==> src/rtl/usb_pkg.sv <==
// Shared USB definitions: PID codes, transmitter FSM states and CRC5 constants.
package usb_pkg;

   localparam logic [3:0] PID_OUT   = 4'h1;
   localparam logic [3:0] PID_IN    = 4'h9;
   localparam logic [3:0] PID_SOF   = 4'h5;
   localparam logic [3:0] PID_SETUP = 4'hD;
   localparam logic [3:0] PID_ACK   = 4'h2;
   localparam logic [3:0] PID_NAK   = 4'hA;
   localparam logic [3:0] PID_STALL = 4'hE;

   localparam logic [4:0] CRC5_POLY = 5'b00101;
   localparam logic [4:0] CRC5_INIT = 5'b11111;

   typedef enum logic [2:0] {
      ST_IDLE  = 3'd0,
      ST_SYNC  = 3'd1,
      ST_PID   = 3'd2,
      ST_TOKEN = 3'd3,
      ST_CRC   = 3'd4,
      ST_EOP   = 3'd5,
      ST_J     = 3'd6
   } usb_state_e;

   // Handshakes (ACK/NAK/STALL) share pid[1:0]==2'b10 and carry no token field.
   function automatic logic is_handshake(input logic [3:0] pid);
      return pid[1:0] == 2'b10;
   endfunction

endpackage

==> src/rtl/usb_crc5.sv <==
// Serial USB CRC5 (x^5+x^2+1); crc_o is the inverted remainder, ready to send MSB first.
module usb_crc5
   import usb_pkg::*;
(
   input  logic       gclk,
   input  logic       reset,
   input  logic       clear_i,
   input  logic       bit_en_i,
   input  logic       bit_in_i,
   output logic [4:0] crc_o
);

   logic [4:0] crc_q, crc_d;
   logic       fb;

   always_comb begin
      fb    = crc_q[4] ^ bit_in_i;
      crc_d = {crc_q[3:0], 1'b0} ^ (fb ? CRC5_POLY : 5'b00000);
   end

   always_ff @(posedge gclk) begin
      if (reset || clear_i) crc_q <= CRC5_INIT;
      else if (bit_en_i)    crc_q <= crc_d;
   end

   assign crc_o = ~crc_q;

endmodule

==> src/rtl/usb_token_tx.sv <==
// USB token/handshake transmitter: SYNC, PID, token, CRC5, bit stuffing, NRZI, EOP.
module usb_token_tx
   import usb_pkg::*;
#(
   parameter logic [7:0] SYNC_PATTERN   = 8'h80,
   parameter int         STUFF_LIMIT    = 6,
   parameter int         EOP_SE0_CYCLES = 2
) (
   input  logic        gclk,
   input  logic        reset,
   input  logic        start,
   input  logic [3:0]  pid,
   input  logic [10:0] token_data,
   output logic        ready,
   output logic        nrzi_data,
   output logic        tx_data_valid,
   output logic        se0,
   output logic        done
);

   localparam int OW = $clog2(STUFF_LIMIT + 1);

   usb_state_e    state_q, state_d;
   logic [3:0]    cnt_q, cnt_d;
   logic [3:0]    pid_q, pid_d;
   logic [10:0]   tok_q, tok_d;
   logic [OW-1:0] ones_q, ones_d;
   logic          stuff_q, stuff_d;
   logic          line_q;

   logic [7:0] pid_byte;
   logic [4:0] crc;
   logic       in_data, raw_adv, raw_bit, cur_bit, accept;

   assign pid_byte = {~pid_q, pid_q};
   assign accept   = (state_q == ST_IDLE) && start;
   assign in_data  = (state_q == ST_SYNC) || (state_q == ST_PID) ||
                     (state_q == ST_TOKEN) || (state_q == ST_CRC);
   // A pending stuffed bit freezes every raw-bit counter and the CRC.
   assign raw_adv  = in_data && !stuff_q;

   usb_crc5 u_crc5 (
      .gclk     (gclk),
      .reset    (reset),
      .clear_i  (accept),
      .bit_en_i (raw_adv && (state_q == ST_TOKEN)),
      .bit_in_i (raw_bit),
      .crc_o    (crc)
   );

   always_comb begin
      raw_bit = 1'b0;
      case (state_q)
         ST_SYNC:  raw_bit = SYNC_PATTERN[cnt_q[2:0]];
         ST_PID:   raw_bit = pid_byte[cnt_q[2:0]];
         ST_TOKEN: raw_bit = tok_q[cnt_q];
         ST_CRC:   raw_bit = crc[3'd4 - cnt_q[2:0]];
         default:  raw_bit = 1'b0;
      endcase
   end

   always_comb begin
      state_d = state_q;
      cnt_d   = cnt_q;
      pid_d   = pid_q;
      tok_d   = tok_q;
      ones_d  = ones_q;
      stuff_d = 1'b0;
      if (!stuff_q) begin
         if (raw_adv) begin
            if (!raw_bit) begin
               ones_d = '0;
            end else if (ones_q == OW'(STUFF_LIMIT - 1)) begin
               ones_d  = '0;
               stuff_d = 1'b1;
            end else begin
               ones_d = ones_q + 1'b1;
            end
         end
         case (state_q)
            ST_IDLE: begin
               ones_d = '0;
               if (start) begin
                  state_d = ST_SYNC;
                  cnt_d   = '0;
                  pid_d   = pid;
                  tok_d   = token_data;
               end
            end
            ST_SYNC: begin
               cnt_d = cnt_q + 1'b1;
               if (cnt_q == 4'd7) begin
                  state_d = ST_PID;
                  cnt_d   = '0;
               end
            end
            ST_PID: begin
               cnt_d = cnt_q + 1'b1;
               if (cnt_q == 4'd7) begin
                  state_d = is_handshake(pid_q) ? ST_EOP : ST_TOKEN;
                  cnt_d   = '0;
               end
            end
            ST_TOKEN: begin
               cnt_d = cnt_q + 1'b1;
               if (cnt_q == 4'd10) begin
                  state_d = ST_CRC;
                  cnt_d   = '0;
               end
            end
            ST_CRC: begin
               cnt_d = cnt_q + 1'b1;
               if (cnt_q == 4'd4) begin
                  state_d = ST_EOP;
                  cnt_d   = '0;
               end
            end
            ST_EOP: begin
               cnt_d = cnt_q + 1'b1;
               if (cnt_q == 4'(EOP_SE0_CYCLES - 1)) begin
                  state_d = ST_J;
                  cnt_d   = '0;
               end
            end
            ST_J:    state_d = ST_IDLE;
            default: state_d = ST_IDLE;
         endcase
      end
   end

   // A stuff bit owed by the last CRC bit is still sent while the FSM sits in EOP.
   assign cur_bit       = raw_bit && !stuff_q;
   assign tx_data_valid = in_data || stuff_q;
   assign nrzi_data     = tx_data_valid ? (cur_bit ? line_q : ~line_q) : 1'b1;
   assign se0           = (state_q == ST_EOP) && !stuff_q;
   assign done          = (state_q == ST_J);
   assign ready         = (state_q == ST_IDLE);

   always_ff @(posedge gclk) begin
      if (reset) begin
         state_q <= ST_IDLE;
         cnt_q   <= '0;
         pid_q   <= '0;
         tok_q   <= '0;
         ones_q  <= '0;
         stuff_q <= 1'b0;
         line_q  <= 1'b1;
      end else begin
         state_q <= state_d;
         cnt_q   <= cnt_d;
         pid_q   <= pid_d;
         tok_q   <= tok_d;
         ones_q  <= ones_d;
         stuff_q <= stuff_d;
         line_q  <= nrzi_data;
      end
   end

endmodule

==> config.mk <==
export PLATFORM = sky130hd
export DESIGN_NAME = usb_token_tx
export DESIGN_NICKNAME = d
export VERILOG_FILES = /design/src/rtl/usb_pkg.sv /design/src/rtl/usb_crc5.sv /design/src/rtl/usb_token_tx.sv
export SDC_FILE = /design/constraint.sdc
export NUM_CORES = 1
export LEC_CHECK = 0
export BUFFER_PORTS_ARGS = -buffer_cell sky130_fd_sc_hd__buf_2
export CELL_PAD_IN_SITES_DETAIL_PLACEMENT = 1
export CELL_PAD_IN_SITES_GLOBAL_PLACEMENT = 2
export CORE_ASPECT_RATIO = 0.8
export CORE_MARGIN = 5
export CORE_UTILIZATION = 34
export DETAILED_ROUTE_END_ITERATION = 7
export PLACE_DENSITY = 0.78
export SLEW_MARGIN = 5
export SYNTH_ARGS = -nofsm -noshare
export SYNTH_HDL_FRONTEND = slang
export SYNTH_SLANG_ARGS = --single-unit
==> constraint.sdc <==
create_clock -name gclk -period 3.4 [get_ports gclk]
set_clock_uncertainty 0.2 [all_clocks]
set_input_delay 0.17 -clock gclk [delete_from_list [all_inputs] [get_ports gclk]]
set_output_delay 0.17 -clock gclk [all_outputs]
set_load 0.1 [all_outputs]
==> flow_metrics.tcl <==
set metrics [dict create \
    status "completed" \
    core_mm2 0.00506 \
    start_util_pct 35.4 \
    synth_top_area_share_pct 36.8 \
    end_kind "primary output" \
    setup_viol 0 \
    synth.avg_cell_area_um2 8.58 \
    ios 23 \
    gp_congestion 0.762 \
    setup_tns_ps 0 \
    cts_buffers 5 \
    place_area_mm2 0.00197 \
    critPathKind "flip-flop to primary output" \
    finalCritPeriodShare_pct 90.8 \
    syn_to_final_growth_pct 25.0 \
    grt_pass1_vias 1615 \
    synth_top_area_cell "dfxtp_1" \
    tightest_slew_ps 617 \
    drcViolationCount 0 \
    cts_tree "yes" \
    netlist_area_mm2 0.00179 \
    dpl.cell_count 285 \
    wl_per_cell_um 15.0 \
    report.final.slew_viol_count 0 \
    required_ps 3030 \
    chipWidth_um 91.2 \
    maxCapViolCount 0 \
    synth_fp_nets 231 \
    yosysMostFrequentCell "dfxtp_1" \
    grtUsageTotal_pct 14.7 \
    grt_overflow_total 0 \
    worst_hold_path_type "input port to flip-flop" \
    portBuffers 22 \
    fillers 611 \
    yosysUniqueCellTypes 47 \
    instances_no_fill 308 \
    fin_crit_ps 3090 \
    grt_pass1_wl_um 8070 \
    drt-initial-drc-count 88 \
    crit_family "simple AND/OR/NAND/NOR gates" \
    path_max_fanout 11 \
    routed-via-count 1615 \
    finalWorstSetupSlack_ps 314 \
    fmax_ghz 0.324 \
    power.total_w 0.00177 \
    syn_inst 209 \
    p_leak_nw 0.907 \
    dieArea_mm2 0.00684 \
    cp_slowest_cell "or4_4" \
    first_pass_iters 4 \
    wirelength_um 4620 \
    synth_warnings 0 \
    hold_viol_final 0 \
    ys_seq_elements 33 \
    antenna_found_initial 0 \
    start_kind "flip-flop" \
    dpl.hpwl_um 3230 \
    dp_slack_ps 296 \
    max_slew_margin_pct 58.7 \
    grt_max_degree 28 \
    ir_worst_vdd_uv 487 \
    die_y_um 75.0 \
    drive_above_1_share_pct 19.1 \
    synthTopCellsByArea "dfxtp_1 (37%), mux2i_1 (9.5%), nor2_1 (5.4%)" \
    clockRootBuffer "clkbuf_8" \
    synth_common_cells "dfxtp_1 (33), nor2_1 (26), nand2_1 (20)" \
    power_density_mw_per_mm2 787 \
    vias_per_cell 5.24 \
    clk_pin_slew_ps 80 \
    synth_edf_count 0 \
    core.rowCount 23 \
    antenna_left 0 \
    insertion_delay_ps 280 \
    synthArstFlopShare_pct 0 \
    antenna_cells 0 \
    worstPathCellList "mux4_2, a32o_1, or4_4, nor3b_1, o21ai_2, buf_12" \
    cts.sinks 33 \
    yosysSeqAreaShare_pct 36.8 \
    clock_path_buffers 2 \
    crit_arrival_ps 2720 \
    htreeDepth 2 \
    rsz0062_at_grt "no" \
    fin_nets 267 \
    dominantRegCellSynth "dfxtp_1" \
    final_area_mm2 0.00224 \
    critPathBufInv 1 \
    slowest_delay_ps 620 \
]
==> stage by stage <==
step / util, % / hold slack [ps]
floorplan: - / 117
global placement: 38.9 / 204
detailed placement: 38.9 / 217
CTS: 44.2 / 50.2
global route: 44.3 / 81.7
finish: 44.3 / 53.7
==> sequential cells by signal, indices dropped and copies added, names as in the netlist, named ones only <==
signal and cells:
u_crc5.crc_q 5, stuff_q 1, tok_q 11, ones_q 3, line_q 1, cnt_q 4
state_q 3, pid_q 4
==> per-layer routing <==
metal	vias up	part of all wire, %	track usage [%]
met5	-	0	0
met4	0	0.50	3.42
met3	2	3.2	3.10
met2	20	45	23.8
met1	775	51	20.4
li1	818	-	-
==> worst min-delay path, stage by stage <==
cell and delay [ps]:
buf_2 110, a21oi_1 130, nand3_1 90
==> cell families (layout without fill, tap and decap cells) <==
kind of cell	count (synthesis)	after routing	synth area share (%)
AOI/OAI and AO/OA	40	40	15.0
xor gates and xnor gates	3	3	1.46
adders and majority gates	4	4	2.79
buffers and inverters	22	59	5.37
DFF	33	33	36.8
muxes	21	21	14.7
and+or+nand+nor	86	86	23.8
==> path summary, 6_finish.rpt <==
path | start | to | slack (ps) | cells past startpoint
max reg2reg | cnt_q[0]$_SDFFE_PP0N_ | line_q$_SDFF_PP1_ | 910 | 7
min reg2reg | u_crc5.crc_q[3]$_SDFFE_PP1P_ | u_crc5.crc_q[4]$_SDFFE_PP1P_ | 300 | 2
max | cnt_q[0]$_SDFFE_PP0N_ | nrzi_data | 310 | 6
min | start | u_crc5.crc_q[3]$_SDFFE_PP1P_ | 50 | 3
==> cell usage in the layout, fill, tap and decap left out, drive strengths merged, types with 4 or more instances in the layout <==
| cell | n |
|---|---|
| mux2i | 17 |
| nor3 | 6 |
| nor2 | 27 |
| ha | 4 |
| dlygate4sd3 | 15 |
| inv | 10 |
| clkbuf | 5 |
| nand3 | 7 |
| nand2 | 20 |
| a21oi | 16 |
| mux4 | 4 |
| dfxtp | 33 |
| o21ai | 9 |
| buf | 26 |
==> power breakdown <==
group          switching (W)  internal (W)
combinational       0.000553      0.000311
clock               0.000158      0.000219
sequential         0.0000717      0.000452
==> layout make-up <==
cell class,instances,area (µm²),area share [%]
multi-input cells,154,1040,46.6
flip-flops and latches,33,662,29.5
repair buffers,41,305,13.6
well taps,62,77.6,3.46
clock buffers,5,68.8,3.07
clock inverters,3,46.3,2.06
inverters,10,37.5,1.67
==> what timing repair did <==
| action | in CTS | in global routing |
|---|---|---|
| cloned | 0 | 0 |
| resized for setup | 1 | 1 |
| endpoints found under the setup margin | 1 | 1 |
| hold buffers | 15 | 0 |
| setup buffers | 0 | 0 |
| hold endpoints to repair | 15 | 0 |
Note: power is estimated with default switching activity, not from simulation.
